File: src/rtl/deskew_pkg.sv
// Shared types and defaults for the receive-side lane deskew controller.
// Imported by the skew measurement unit and the controller top.
package deskew_pkg;

  typedef enum logic [2:0] {
    LOCK_WAIT,
    MEASURE,
    ALIGN_WAIT,
    ALIGNED,
    FLUSH
  } deskew_ctrl_state_e;

  // Whole blocks of skew that fit in a buffer of skew_bits after one block.
  function automatic int dsk_max_skew_blocks(
    input int skew_bits,
    input int blk_bits
  );
    return (skew_bits - blk_bits - 1) / blk_bits;
  endfunction

  localparam int DSK_MAX_SKEW_BLOCK_N = dsk_max_skew_blocks(1856, 66);
  localparam int DSK_AM_PERIOD        = 16384;
  localparam int DSK_MISMATCH_N       = 3;

endpackage

File: src/rtl/deskew_skew_meas_rx.sv
// Inter-lane skew measurement from the first AM seen on each lane.
// Error is registered; done is combinational for the controller.
module deskew_skew_meas_rx
  import deskew_pkg::*;
#(
  parameter int LANE_N           = 4,
  parameter int MAX_SKEW_BLOCK_N = DSK_MAX_SKEW_BLOCK_N,
  parameter int SKEW_W           = $clog2(MAX_SKEW_BLOCK_N + 2)
) (
  input  logic              clk,
  input  logic              reset,
  input  logic              i_start,
  input  logic              i_clear,
  input  logic [LANE_N-1:0] i_am_v,
  output logic              o_done,
  output logic              o_err,
  output logic [SKEW_W-1:0] o_skew
);

  localparam logic [SKEW_W-1:0] LIMIT = SKEW_W'(MAX_SKEW_BLOCK_N + 1);

  logic              r_started;
  logic              r_err;
  logic [SKEW_W-1:0] r_cnt;
  logic [SKEW_W-1:0] r_skew;
  logic [LANE_N-1:0] r_seen;

  logic              w_meas;
  logic              w_active;
  logic              w_all;
  logic              w_dup;
  logic              w_err;
  logic [SKEW_W-1:0] w_cnt;

  always_comb begin
    w_meas   = i_start & ~r_err;
    w_active = r_started | (|i_am_v);
    w_cnt    = '0;
    if (r_started) begin
      w_cnt = (&r_cnt) ? r_cnt : r_cnt + 1'b1;
    end
    w_all  = &(r_seen | i_am_v);
    w_dup  = |(r_seen & i_am_v);
    o_done = w_meas & w_all;
    // completion in the limit cycle beats the limit
    w_err  = w_meas & w_active & ~w_all &
             (w_dup | (w_cnt >= LIMIT));
  end

  always_ff @(posedge clk) begin
    if (reset) begin
      r_started <= 1'b0;
      r_err     <= 1'b0;
      r_cnt     <= '0;
      r_seen    <= '0;
      r_skew    <= '0;
    end else if (i_clear) begin
      r_started <= 1'b0;
      r_err     <= 1'b0;
      r_cnt     <= '0;
      r_seen    <= '0;
    end else begin
      r_err <= w_err;
      if (w_meas) begin
        r_started <= w_active;
        r_cnt     <= w_cnt;
        r_seen    <= r_seen | i_am_v;
        if (o_done) begin
          r_skew <= w_cnt;
        end
      end
    end
  end

  assign o_err  = r_err;
  assign o_skew = r_skew;

endmodule

File: src/rtl/deskew_ctrl_rx.sv
// Receive deskew controller: lock wait, skew measure, alignment watch.
// Flushes the deskew buffers on lock loss, excess skew or bad AMs.
module deskew_ctrl_rx
  import deskew_pkg::*;
#(
  parameter int LANE_N           = 4,
  parameter int MAX_SKEW_BLOCK_N = DSK_MAX_SKEW_BLOCK_N,
  parameter int AM_PERIOD        = DSK_AM_PERIOD,
  parameter int MISMATCH_N       = DSK_MISMATCH_N,
  parameter int SKEW_W           = $clog2(MAX_SKEW_BLOCK_N + 2)
) (
  input  logic              clk,
  input  logic              reset,
  input  logic [LANE_N-1:0] valid_i,
  input  logic [LANE_N-1:0] am_lock_i,
  input  logic [LANE_N-1:0] am_v_i,
  input  logic [LANE_N-1:0] am_dsk_v_i,
  output logic              deskew_flush_o,
  output logic              align_status_o,
  output logic [SKEW_W-1:0] skew_o,
  output logic              skew_err_o
);

  localparam int TMR_W = $clog2(AM_PERIOD + MAX_SKEW_BLOCK_N + 1);
  localparam int MM_W  = $clog2(MISMATCH_N + 1);

  localparam logic [TMR_W-1:0] AW_LIMIT =
    TMR_W'(AM_PERIOD + MAX_SKEW_BLOCK_N);
  localparam logic [TMR_W-1:0] AL_LIMIT = TMR_W'(AM_PERIOD + 1);
  localparam logic [MM_W-1:0]  MM_LIMIT = MM_W'(MISMATCH_N);

  deskew_ctrl_state_e r_state;
  deskew_ctrl_state_e w_next;

  logic [TMR_W-1:0] r_tmr;
  logic [MM_W-1:0]  r_mm;
  logic [MM_W-1:0]  w_mm;
  logic             r_flush;
  logic             r_align;

  logic w_lock_ok;
  logic w_am_full;
  logic w_am_any;
  logic w_meas;
  logic w_done;
  logic w_err;
  logic w_tmr_rst;
  logic w_tmr_zero;

  assign w_lock_ok = &(valid_i & am_lock_i);
  assign w_am_full = &am_dsk_v_i;
  assign w_am_any  = |am_dsk_v_i;
  assign w_meas    = (r_state == MEASURE);

  deskew_skew_meas_rx #(
    .LANE_N           (LANE_N),
    .MAX_SKEW_BLOCK_N (MAX_SKEW_BLOCK_N),
    .SKEW_W           (SKEW_W)
  ) u_meas (
    .clk     (clk),
    .reset   (reset),
    .i_start (w_meas),
    .i_clear (~w_meas),
    .i_am_v  (am_v_i),
    .o_done  (w_done),
    .o_err   (w_err),
    .o_skew  (skew_o)
  );

  always_comb begin
    w_next     = r_state;
    w_tmr_rst  = 1'b0;
    w_tmr_zero = 1'b0;
    w_mm       = r_mm;
    unique case (r_state)
      LOCK_WAIT: begin
        if (w_lock_ok && !(|am_v_i)) w_next = MEASURE;
      end
      MEASURE: begin
        if (!w_lock_ok || w_err) begin
          w_next = FLUSH;
        end else if (w_done) begin
          w_next     = ALIGN_WAIT;
          w_tmr_zero = 1'b1;
        end
      end
      ALIGN_WAIT: begin
        if (!w_lock_ok) begin
          w_next = FLUSH;
        end else if (w_am_full) begin
          w_next    = ALIGNED;
          w_tmr_rst = 1'b1;
          w_mm      = '0;
        end else if (w_am_any || r_tmr >= AW_LIMIT) begin
          w_next = FLUSH;
        end
      end
      ALIGNED: begin
        if (!w_lock_ok) begin
          w_next = FLUSH;
        end else if (w_am_full) begin
          w_tmr_rst = 1'b1;
          w_mm      = '0;
        end else if (w_am_any || r_tmr >= AL_LIMIT) begin
          w_tmr_rst = 1'b1;
          w_mm      = r_mm + 1'b1;
          if (w_mm >= MM_LIMIT) w_next = FLUSH;
        end
      end
      FLUSH:   w_next = LOCK_WAIT;
      default: w_next = LOCK_WAIT;
    endcase
  end

  // Timer reads 0 in the cycle of the restarting AM.
  always_ff @(posedge clk) begin
    if (reset) begin
      r_state <= LOCK_WAIT;
      r_tmr   <= '0;
      r_mm    <= '0;
      r_flush <= 1'b0;
      r_align <= 1'b0;
    end else begin
      r_state <= w_next;
      r_flush <= (w_next == FLUSH);
      r_align <= (w_next == ALIGNED);
      r_mm    <= (w_next == ALIGNED) ? w_mm : '0;
      if (w_next != ALIGN_WAIT && w_next != ALIGNED) begin
        r_tmr <= '0;
      end else if (w_tmr_zero) begin
        r_tmr <= '0;
      end else if (w_tmr_rst) begin
        r_tmr <= TMR_W'(1);
      end else if (!(&r_tmr)) begin
        r_tmr <= r_tmr + 1'b1;
      end
    end
  end

  assign deskew_flush_o = r_flush;
  assign align_status_o = r_align;
  assign skew_err_o     = w_err;

endmodule

File: config.mk
export PLATFORM = sky130hd
export DESIGN_NAME = deskew_ctrl_rx
export DESIGN_NICKNAME = d
export VERILOG_FILES = /design/src/rtl/deskew_pkg.sv /design/src/rtl/deskew_skew_meas_rx.sv /design/src/rtl/deskew_ctrl_rx.sv
export SDC_FILE = /design/constraint.sdc
export NUM_CORES = 1
export LEC_CHECK = 0
export BUFFER_PORTS_ARGS = -buffer_cell sky130_fd_sc_hd__clkbuf_2
export CORE_ASPECT_RATIO = 1.75
export CORE_MARGIN = 5
export CORE_UTILIZATION = 45
export CTS_BUF_LIST = sky130_fd_sc_hd__clkbuf_16
export CTS_CLUSTER_DIAMETER = 40
export DETAILED_ROUTE_END_ITERATION = 6
export GPL_TIMING_DRIVEN = 0
export PLACE_DENSITY = 0.67
export SLEW_MARGIN = 15
export SYNTH_ARGS = -nofsm -noshare
export SYNTH_HDL_FRONTEND = slang
export SYNTH_SLANG_ARGS = --single-unit
export TNS_END_PERCENT = 100
File: constraint.sdc
create_clock -name clk -period 3.6 [get_ports clk]
set_clock_uncertainty 0.05 [all_clocks]
set_input_delay 0.72 -clock clk [delete_from_list [all_inputs] [get_ports clk]]
set_output_delay 0.72 -clock clk [all_outputs]
set_load 0.05 [all_outputs]
==> After elaboration in Yosys (flattened, before gate mapping) <==
Cells that the tools add are included.
{ "totals": {"word_cells": 97, "register_bits": 38, "in_bits": 18} }
{ "op_classes": {"add_sub_neg": 3, "n_lt_le_gt_ge": 4, "bitwise": 14, "muxes": 30, "reduce_logical": 23, "eq_ne": 12} }
{ "ops": {"columns": ["op", "count"], "rows": [
  ["greater-or-equal comparator 15 bit, second input constant", 2],
  ["two-way mux 3 bit", 10],
  ["OR reduction 4 bit", 4],
  ["adder 15 x 1 -> 15 bit, second input constant", 1],
  ["AND reduction 15 bit", 1],
  ["case mux 3 bit (4 select lines)", 1],
  ["AND reduction 4 bit", 3],
  ["two-way mux 1 bit", 10],
  ["two-way mux 2 bit", 5],
  ["two-way mux 5 bit", 2],
  ["AND reduction 5 bit", 2],
  ["== test 3 x 2 -> 1 bit, second input constant", 3],
  ["bitwise AND 4 bit", 2],
  ["!= test 2 bit, second input constant", 4],
  ["!= test 3 x 2 -> 1 bit, second input constant", 2],
  ["adder 5 x 1 -> 5 bit, second input constant", 1],
  ["bitwise AND 1 bit", 5],
  ["greater-or-equal comparator 5 bit, second input constant", 1],
  ["inverter 1 bit", 4],
  ["bitwise OR 4 bit", 1],
  ["case mux 2 bit (2 select lines)", 1],
  ["OR reduction 2 bit", 2],
  ["== test 3 x 1 -> 1 bit, second input constant", 1],
  ["== test 3 bit, second input constant", 1],
  ["12 further kinds", 17]
]} }

==> Longest topological paths before layout <==
Gate-level depths: netlist of the first run.
{ "depth": {"ltp_word": 10, "ltp_mapped": 9} }

==> By module <==
Synthesis of the first run repeated with hierarchy kept, for this count alone.
{ "unflattened": {"cells_unflattened": 249, "area_unflattened_um2": 2157.1} }
{ "modules_own_cells": {"columns": ["mod", "area_per_inst_um2", "seq_area_each_um2", "n_inst", "cells_per_inst"], "rows": [
  ["deskew_ctrl_rx", 1383.8, 440.4, 1, 161],
  ["deskew_skew_meas_rx", 773.2, 320.3, 1, 88]
]} }

==> Worst setup path after synthesis of the first run <==
No wires, ideal clock.
{ "synth_timing": {"kind": "input-to-reg", "from": "input port valid_i[3]", "to": "register r_tmr[11]", "t_required_ns": 3.414, "t_arrival_ns": 2.084, "n_path_buf": 2, "path_stages": 6, "path_slack_ns": 1.330, "path_cell_list": "nand4_1 -> or2_2 -> clkbuf_1 -> a2111oi_4 -> buf_4 -> nor4_1"} }
{ "synth_via": {"elab_chain_len": 9, "word_cells_on_any_way": 19} }
{ "synth_lines": {"columns": ["element", "line_no", "source"], "rows": [
  ["from (decl)", "deskew_ctrl_rx.sv:14", "input logic [LANE_N-1:0] valid_i,"],
  ["bitwise AND 4 bit *", "deskew_ctrl_rx.sv:50", "assign w_lock_ok = &(valid_i & am_lock_i);"],
  ["AND reduction 4 bit *", "deskew_ctrl_rx.sv:50", null],
  ["zero test 1 bit", null, null],
  ["logical OR 1 bit", "deskew_ctrl_rx.sv:80", "if (!w_lock_ok || w_err) begin"],
  ["two-way mux 3 bit", "deskew_ctrl_rx.sv:80", null],
  ["case mux 3 bit (4 select lines)", "deskew_ctrl_rx.sv:75", "unique case (r_state)"],
  ["!= test 3 x 2 -> 1 bit", "deskew_ctrl_rx.sv:128", "if (w_next != ALIGN_WAIT && w_next != ALIGNED) begin"],
  ["logical AND 1 bit", "deskew_ctrl_rx.sv:128", null],
  ["OR reduction 4 bit (no source line) *", null, null],
  ["to (signal assigned)", "deskew_ctrl_rx.sv:135", "r_tmr <= r_tmr + 1'b1;"],
  ["to (decl)", "deskew_ctrl_rx.sv:35", "logic [TMR_W-1:0] r_tmr;"]
]} }
Every way passes the cells marked *; elsewhere a longest branch is shown, timed or not.
A chain may end at the register's enable or synchronous reset.

==> Worst setup path in the final report of the first run <==
{ "layout_timing": {"from": "register r_tmr[0]", "to": "register r_flush (netlist: deskew_flush_o)"} }
{ "layout_via": {"elab_chain_len": 7, "word_cells_on_any_way": 12} }
{ "layout_lines": {"columns": ["element", "line_no", "source"], "rows": [
  ["greater-or-equal comparator 15 bit (on tied branches)", "deskew_ctrl_rx.sv:104, deskew_ctrl_rx.sv:94", null],
  ["logical OR 1 bit (on tied branches)", "deskew_ctrl_rx.sv:104, deskew_ctrl_rx.sv:94", null],
  ["two-way mux 3 bit (on tied branches)", "deskew_ctrl_rx.sv:104, deskew_ctrl_rx.sv:94", null],
  ["two-way mux 3 bit (on tied branches)", "deskew_ctrl_rx.sv:101, deskew_ctrl_rx.sv:90", null],
  ["two-way mux 3 bit (on tied branches)", "deskew_ctrl_rx.sv:99, deskew_ctrl_rx.sv:88", null],
  ["case mux 3 bit (4 select lines) *", "deskew_ctrl_rx.sv:75", null],
  ["== test 3 bit *", "deskew_ctrl_rx.sv:125", "r_flush <= (w_next == FLUSH);"],
  ["to (signal assigned)", "deskew_ctrl_rx.sv:125", null],
  ["to (decl)", "deskew_ctrl_rx.sv:38", "logic r_flush;"]
]} }
Marked as above.

==> summary.md, run 1 <==
| Metric | Value |
|---|---|
| GRT overflow | `0` |
| Tcrit/Tclk final | `0.654` |
| Synth Cell Area | `a little over 0.002 mm2` |
| First-pass GRT wire length | `8500 um` |
| Slew @ Worst Pin | `0.664 ns` |
| Max Clk Rate | `425 MHz` |
| WL per Instance | `approximately 15 um` |
| Relative slew slack | `0.554` |
| Initial drt markers | `44` |
| Slew Viols, Final | `0` |
| Mean area per synthesized cell | `between 8 and 9 um2` |
| Number of antenna violations at the first check in global routing | `0` |
| Peak fanout along the critical path | `7` |
| Vias | `around 1900` |
| WP data required | `roughly 3.7 ns` |
| Pleak | `0.780 nW` |
| Worst R2R End | `deskew_flush_o$_SDFF_PP0_` |
| TNS Setup | `0 ns` |
| Final net count | `299` |
| Min cycle time layout | `around 2.4 ns` |
| Cts bufs inserted | `5` |
| Finished Layout Cells | `328` |
| Root buffer cell | `clkbuf_16` |
| Syn nets | `about 270` |
| # setup viols final | `0` |
| Hold Vio Cnt, Final | `0` |
| Routability cong. | `0.813` |
| DP Cell Count | `around 320` |
| Clk slew on worst S/H paths | `0.06 ns` |
| Sw frac | `0.200` |
| Register area share after synthesis | `0.369` |
| Ys flop type | `dfxtp_1` |
| Startpoint Class | `register` |
| Site row count | `32` |
| Synth unique cells | `45` |
| DIE AREA | `between 0.006 and 0.007 mm2` |
| Post-route ant nets | `0` |
| Via/cell ratio | `5.83` |
| Total global-route track usage | `0.180` |
| Initial core utilization | `0.463` |
| CTS tree | `done` |
| Hold Buf Count CTS | `0` |
| Sequential Area | `761 um2` |
| Critical Path End Type | `register` |
| Combinational power share | `0.022` |
| Core area | `0.00444 mm2` |
| TritonRoute pass-1 iters | `4` |
| Ant. Diodes | `0` |
| Layout cell share with drive strength beyond 1 | `0.191` |
| Crit. Startpoint | `r_tmr[0]$_SDFFE_PP0P_` |
| Number of global-route vias before repair | `around 1900` |
| FILL cells | `between 400 and 500` |
| Multi-input gate area | `0.00120 mm2` |
| Critical setup path kind | `reg -> reg` |
| Outcome | `finished, final reports clean` |
| Clk pwr share | `0.481` |
| Worst r2r src | `r_tmr[0]$_SDFFE_PP0P_` |
| RSZ-0062 raised after global routing | `no` |
| Htree depth | `2` |
| Cell Pwr Density | `355 mW/mm2` |
| HPWL after detailed placement | `roughly 3600 um` |
| Mapped Cells | `245` |
| Ports | `26` |
| Die width | `61.1 um` |
| Sink Count | `38` |
| Residual DRC count | `0` |
| Max Cap Viol | `0` |
| Final wirelength | `4860 um` |
| Asr flop ratio synth | `0` |
| FF-to-FF setup slack | `1.25 ns` |
| Yosys reg bits | `38` |
| DIE HEIGHT | `99.5 um` |
| Register share of total power | `0.497` |
| Worst Reg-to-Reg Cells | `7` |
| Int Pwr | `between 0.6 and 0.7 mW` |
| Yosys warning count | `0` |
| Most frequent cells in the layout | `nor2_1, dfxtp_1, clkbuf_2, nand2_1, a21oi_1` |
| Skew-Pair Late Insertion Delay | `roughly 0.28 ns` |
| Deepest clock path buffer count | `2` |
| NetSw | `0.169 mW` |
| Post-CTS Resized | `0` |
| Pin count of the biggest net entering global routing | `11` |
| Post-CTS setup buffers | `0` |
| Peak supply drop | `0.000282 V` |
| Area grow syn2layout | `15.6%` |
| Crit path arrival time | `2.44 ns` |
| Number of synthesized flops with an enable pin | `0` |
| Hold Path Class | `reg -> reg` |
| Port Buf Inserts | `25` |
| CP Capture Point | `deskew_flush_o$_SDFF_PP0_` |
## synthesized netlist by cell type (2+ instances only)
cell	n	share of area
or2_2	2	0.0061
buf_2	2	0.0049
nand2b_1	2	0.0061
buf_4	2	0.0073
nand3b_1	2	0.0073
mux2i_1	5	0.024
nand2_1	22	0.040
nor4_2	8	0.049
a2111oi_0	2	0.0085
nor3_1	6	0.015
nand3_1	13	0.032
a21oi_1	16	0.039
dfxtp_1	38	0.37
a221oi_1	2	0.0085
inv_1	9	0.016
or4_1	3	0.011
xor2_1	4	0.017
nor2_1	38	0.069
clkbuf_1	6	0.011
o22a_1	2	0.0085
o31ai_2	2	0.012
and3_1	2	0.0061
ha_1	4	0.024
nand4_1	8	0.024
nor4_1	11	0.033
xnor2_1	6	0.026
nor4_4	3	0.031
o21ai_0	8	0.019
## routing by layer
layer / vias to the layer above / wire length, um / GRT usage
met3: 12 / 139 / 0.0351
li1: 964 / - / -
met5: - / 0 / 0
met1: 896 / 1840 / 0.199
met2: 39 / 2780 / 0.320
met4: 0 / 108 / 0.0751
## cell families (layout without fill, tap and decap cells)
family                     after synthesis  count (layout)  share of synthesized area
AOI/OAI and AO/OA                       43              43                      0.148
xor gates and xnor gates                10              10                     0.0425
adders and majority gates                4               4                     0.0243
buffers and inverters                   21              53                     0.0468
DFF                                     38              38                      0.369
muxes                                    6               6                     0.0298
and+or+nand+nor                        123             123                      0.340
## final cells by class
| type | instances | share of cell area |
|---|---|---|
| multi-input combinational | 186 | 0.505 |
| sequential | 38 | 0.319 |
| clock buffer | 5 | 0.0525 |
| timing repair buffer | 25 | 0.0525 |
| tap | 51 | 0.0268 |
| buffer | 11 | 0.0247 |
| inverter | 10 | 0.0158 |
| clock inverter | 2 | 0.00315 |
## worst min path at each step
stage | start | to | slack [ns] | cells past startpoint
floorplan | r_mm[0]$_SDFFE_PP0P_ | r_mm[0]$_SDFFE_PP0P_ | 0.40 | 2
global placement | u_meas.o_skew[1]$_SDFFE_PP0P_ | u_meas.o_skew[1]$_SDFFE_PP0P_ | 0.39 | 2
detailed placement | u_meas.o_skew[1]$_SDFFE_PP0P_ | u_meas.o_skew[1]$_SDFFE_PP0P_ | 0.41 | 2
CTS | u_meas.o_skew[1]$_SDFFE_PP0P_ | u_meas.o_skew[1]$_SDFFE_PP0P_ | 0.41 | 2
global route | u_meas.o_skew[1]$_SDFFE_PP0P_ | u_meas.o_skew[1]$_SDFFE_PP0P_ | 0.43 | 2
finish | u_meas.o_skew[1]$_SDFFE_PP0P_ | u_meas.o_skew[1]$_SDFFE_PP0P_ | 0.41 | 2
## per-stage QoR
| stage | instance area, um2 | util | hold WS (ns) | total power, mW | worst slack (ns) |
|---|---|---|---|---|---|
| after floorplan | 2060 | - | 0.403 | 0.436 | 1.33 |
| after global placement | 2250 | 0.506 | 0.395 | 0.448 | 0.972 |
| after detailed placement | 2250 | 0.506 | 0.405 | 0.448 | 0.999 |
| after CTS | 2380 | 0.536 | 0.413 | 0.855 | 1.23 |
| after global routing | 2380 | 0.536 | 0.433 | 0.875 | 1.06 |
| final | 2380 | 0.536 | 0.408 | 0.846 | 1.25 |
## power by group through the flow
stage / Sequential, mW / Clock (mW) / Combinational (mW)
6_report: 0.421 / 0.407 / 0.0183
5_1_grt: 0.420 / 0.434 / 0.0205
4_1_cts: 0.421 / 0.416 / 0.0184
3_5_place_dp: 0.430 / 0 / 0.0183
3_3_place_gp: 0.430 / 0 / 0.0180
2_1_floorplan: 0.430 / 0 / 0.00577
## state kept, by name, indices dropped and copies added (netlist names)
register	flops
r_state	3
u_meas.r_seen	4
u_meas.o_skew	5
u_meas.r_cnt	5
deskew_flush_o	1
align_status_o	1
r_mm	2
u_meas.o_err	1
r_tmr	15
u_meas.r_started	1
## worst max-delay path, stage by stage, from the launching register on
cell and delay, ns:
dfxtp_1 0.37, ha_1 0.31, a211oi_1 0.24, o211ai_1 0.13, o31ai_2 0.31, nand2_1 0.09, a2111oi_0 0.60, nor4_1 0.11
(Power assumes the default switching activity.)
==> run 2, diff against run 1 <==
PLACE_DENSITY = 0.69   (was 0.67)
clock period = 2.1 ns   (was 3.6 ns; I/O delays follow)
==> summary.md, run 2 (synthesized netlist as in run 1, its figures left out) <==
| Metric | Value |
|---|---|
| First-pass GRT wire length | `8460 um (-0.48%)` |
| Final wirelength | `5310 um (+9.3%)` |
| Initial core utilization | `0.463 (unchanged)` |
| Min cycle time layout | `2.10 ns (-0.251 ns)` |
| Largest register FFs | `15 (unchanged)` |
| Sequential Area | `772 um2 (+1.5%)` |
| Max Cap Viol | `0 (unchanged)` |
| Skew-Pair Late Insertion Delay | `0.28 ns (about the same)` |
| Site row count | `32 (unchanged)` |
| CTS tree | `done` |
| Cell Pwr Density | `560 mW/mm2 (+58%)` |
| Crit path arrival time | `2.21 ns (-0.23 ns)` |
| Max Clk Rate | `475 MHz (+12%)` |
| Pin count of the biggest net entering global routing | `11 (unchanged)` |
| Slew Viols, Final | `0 (unchanged)` |
| Routability cong. | `0.826 (+1.6%)` |
| Outcome | `finished, violations left` |
| Tcrit/Tclk final | `1.00 (+0.348)` |
| NetSw | `0.289 mW (+71%)` |
| TritonRoute pass-1 iters | `4 (unchanged)` |
| Combinational power share | `0.023 (about the same)` |
| Port Buf Inserts | `25 (unchanged)` |
| RSZ-0062 raised after global routing | `yes` |
| CP max stage delay | `0.39 ns (-0.21 ns)` |
| Pre-CTS setup slack | `-0.243 ns (-1.24 ns)` |
| Total global-route track usage | `0.182 (+0.00138)` |
| DIE HEIGHT | `99.5 um (unchanged)` |
| Pleak | `0.874 nW (+12%)` |
| Critical Path End Type | `register` |
| Htree depth | `2 (unchanged)` |
| Most frequent cells in the layout | `nor2_1, dfxtp_1, clkbuf_2, nand2_1, a21oi_1` |
| Layout cell share with drive strength beyond 1 | `0.283 (+0.0914)` |
| Hold Vio Cnt, Final | `0 (unchanged)` |
| Ant. Diodes | `0 (unchanged)` |
| Final worst slack | `-0.00358 ns (-1.25 ns)` |
| Critical setup path kind | `reg -> reg` |
| DP Cell Count | `321 (unchanged)` |
| Number of antenna violations at the first check in global routing | `0 (unchanged)` |
| Clk slew on worst S/H paths | `0.06 ns (about the same)` |
| Hold slack | `0.363 ns (-0.0449 ns)` |
| Multi-input gate area | `0.00129 mm2 (+7.5%)` |
| Initial drt markers | `46 (+4.5%)` |
| Startpoint Class | `register` |
| Final net count | `312 (+4.3%)` |
| Util after Layout | `0.581 (+0.0456)` |
| WL per Instance | `15.6 um (+5.1%)` |
| Relative slew slack | `0.596 (+0.0424)` |
| DIE AREA | `0.00608 mm2 (unchanged)` |
| Failing checks | `negative setup slack` |
| Deepest clock path buffer count | `2 (unchanged)` |
| HPWL after detailed placement | `3620 um (-0.66%)` |
| Register share of total power | `0.497 (about the same)` |
| CP cell instances | `ha_2 -> nor4_2 -> a41o_1 -> o2111ai_2 -> o31ai_4 -> o31ai_4 -> buf_6 -> nor4_4` |
| Peak fanout along the critical path | `5 (-2)` |
| FILL cells | `384 (-18%)` |
| Area grow syn2layout | `25.5%` |
| Finished Layout Cells | `341 (+4.0%)` |
| Post-route ant nets | `0 (unchanged)` |
| Int Pwr | `1.16 mW (+71%)` |
| Hold Path Class | `in -> reg` |
| Sw frac | `0.199 (-0.000205)` |
| Worst Reg-to-Reg Cells | `8 (+1)` |
| Most used cell, CP | `o31ai_4` |
| Cts bufs inserted | `5 (unchanged)` |
| Sink Count | `38 (unchanged)` |
| Peak supply drop | `0.000476 V (+69%)` |
| Most flop-heavy register | `r_tmr` |
| GRT overflow | `0 (unchanged)` |
| Core area | `0.00444 mm2 (unchanged)` |
| Commonest non-fill, non-tap cell in the layout | `nor2_1` |
| WP data required | `2.21 ns (-1.48 ns)` |
| Via/cell ratio | `5.90 (+1.3%)` |
| Cell area after layout | `0.00258 mm2 (+8.5%)` |
| Number of global-route vias before repair | `1964 (+3.2%)` |
| Ports | `26 (unchanged)` |
| Residual DRC count | `0 (unchanged)` |
| Root buffer cell | `clkbuf_16` |
| # setup viols final | `2 (+2)` |
| DP Area | `0.00225 mm2 (unchanged)` |
| Slew @ Worst Pin | `0.600 ns (-0.0637 ns)` |
| Vias | `2013 (+5.3%)` |
| Critical-path top delay cell | `dfxtp_4` |
| Clk pwr share | `0.480 (about the same)` |
| Die width | `61.1 um (unchanged)` |
| Hold depth | `3 (+1)` |
## run 2: cell types whose count changed in the layout (fill, tap and decap cells not counted), sizes merged
| cell | before | now |
|---|---|---|
| buf | 5 | 18 |
## run 2: timing repair
action                                  in CTS  in global routing
endpoints found under the setup margin      19                 20
hold buffers                                 0                  0
gates cloned                                 1                  0
buffers inserted                            10                  2
pin swaps                                    9                  9
resized for setup                           15                 12
## run 2: final cells by class
type | count | share of cell area
timing repair buffer | 38 | 0.0877
tap | 51 | 0.0247
multi-input combinational | 186 | 0.500
clock buffer | 5 | 0.0484
sequential | 38 | 0.299
clock inverter | 2 | 0.00291
inverter | 10 | 0.0145
buffer | 11 | 0.0228
## run 2: power by group through the flow
stage / Sequential [mW] / Combinational (mW) / Clock (mW)
2_1_floorplan: 0.737 / 0.00988 / 0
3_3_place_gp: 0.737 / 0.0310 / 0
3_5_place_dp: 0.737 / 0.0320 / 0
4_1_cts: 0.719 / 0.0323 / 0.710
5_1_grt: 0.718 / 0.0365 / 0.740
6_report: 0.719 / 0.0334 / 0.695
## run 2: path summary, 6_finish.rpt
| kind | from | slack [ns] | to |
|---|---|---|---|
| worst max register to register | r_tmr[0]$_SDFFE_PP0P_ | -0.004 | r_tmr[14]$_SDFFE_PP0N_ |
| worst min-delay path | am_v_i[3] | 0.36 | u_meas.r_seen[3]$_SDFFE_PP0P_ |
| worst min register to register | u_meas.o_skew[1]$_SDFFE_PP0P_ | 0.41 | u_meas.o_skew[1]$_SDFFE_PP0P_ |
| worst max-delay path | r_tmr[0]$_SDFFE_PP0P_ | -0.004 | r_tmr[14]$_SDFFE_PP0N_ |
## run 2: metrics by stage
step	total power, mW	setup TNS (ns)
5_1_grt	1.49	-0.272
2_1_floorplan	0.747	0
3_3_place_gp	0.768	-2.81
3_5_place_dp	0.769	-3.05
6_report	1.45	-0.00540
4_1_cts	1.46	0
## run 2: metal layers
metal / wire length (um) / up-vias / global-route usage
met1: 1910 / 957 / 0.184
met3: 215 / 14 / 0.0390
met2: 3030 / 54 / 0.326
met5: 0 / - / 0
li1: - / 988 / -
met4: 155 / 0 / 0.0968
## run 2: worst max-delay path: cells and delay by family, from the launching register on
family / cells / cell delay (ns)
compound gates: 4 / 1.06
flops: 1 / 0.39
simple gates: 2 / 0.08
fa+ha+maj: 1 / 0.19
buf+inv: 1 / 0.20
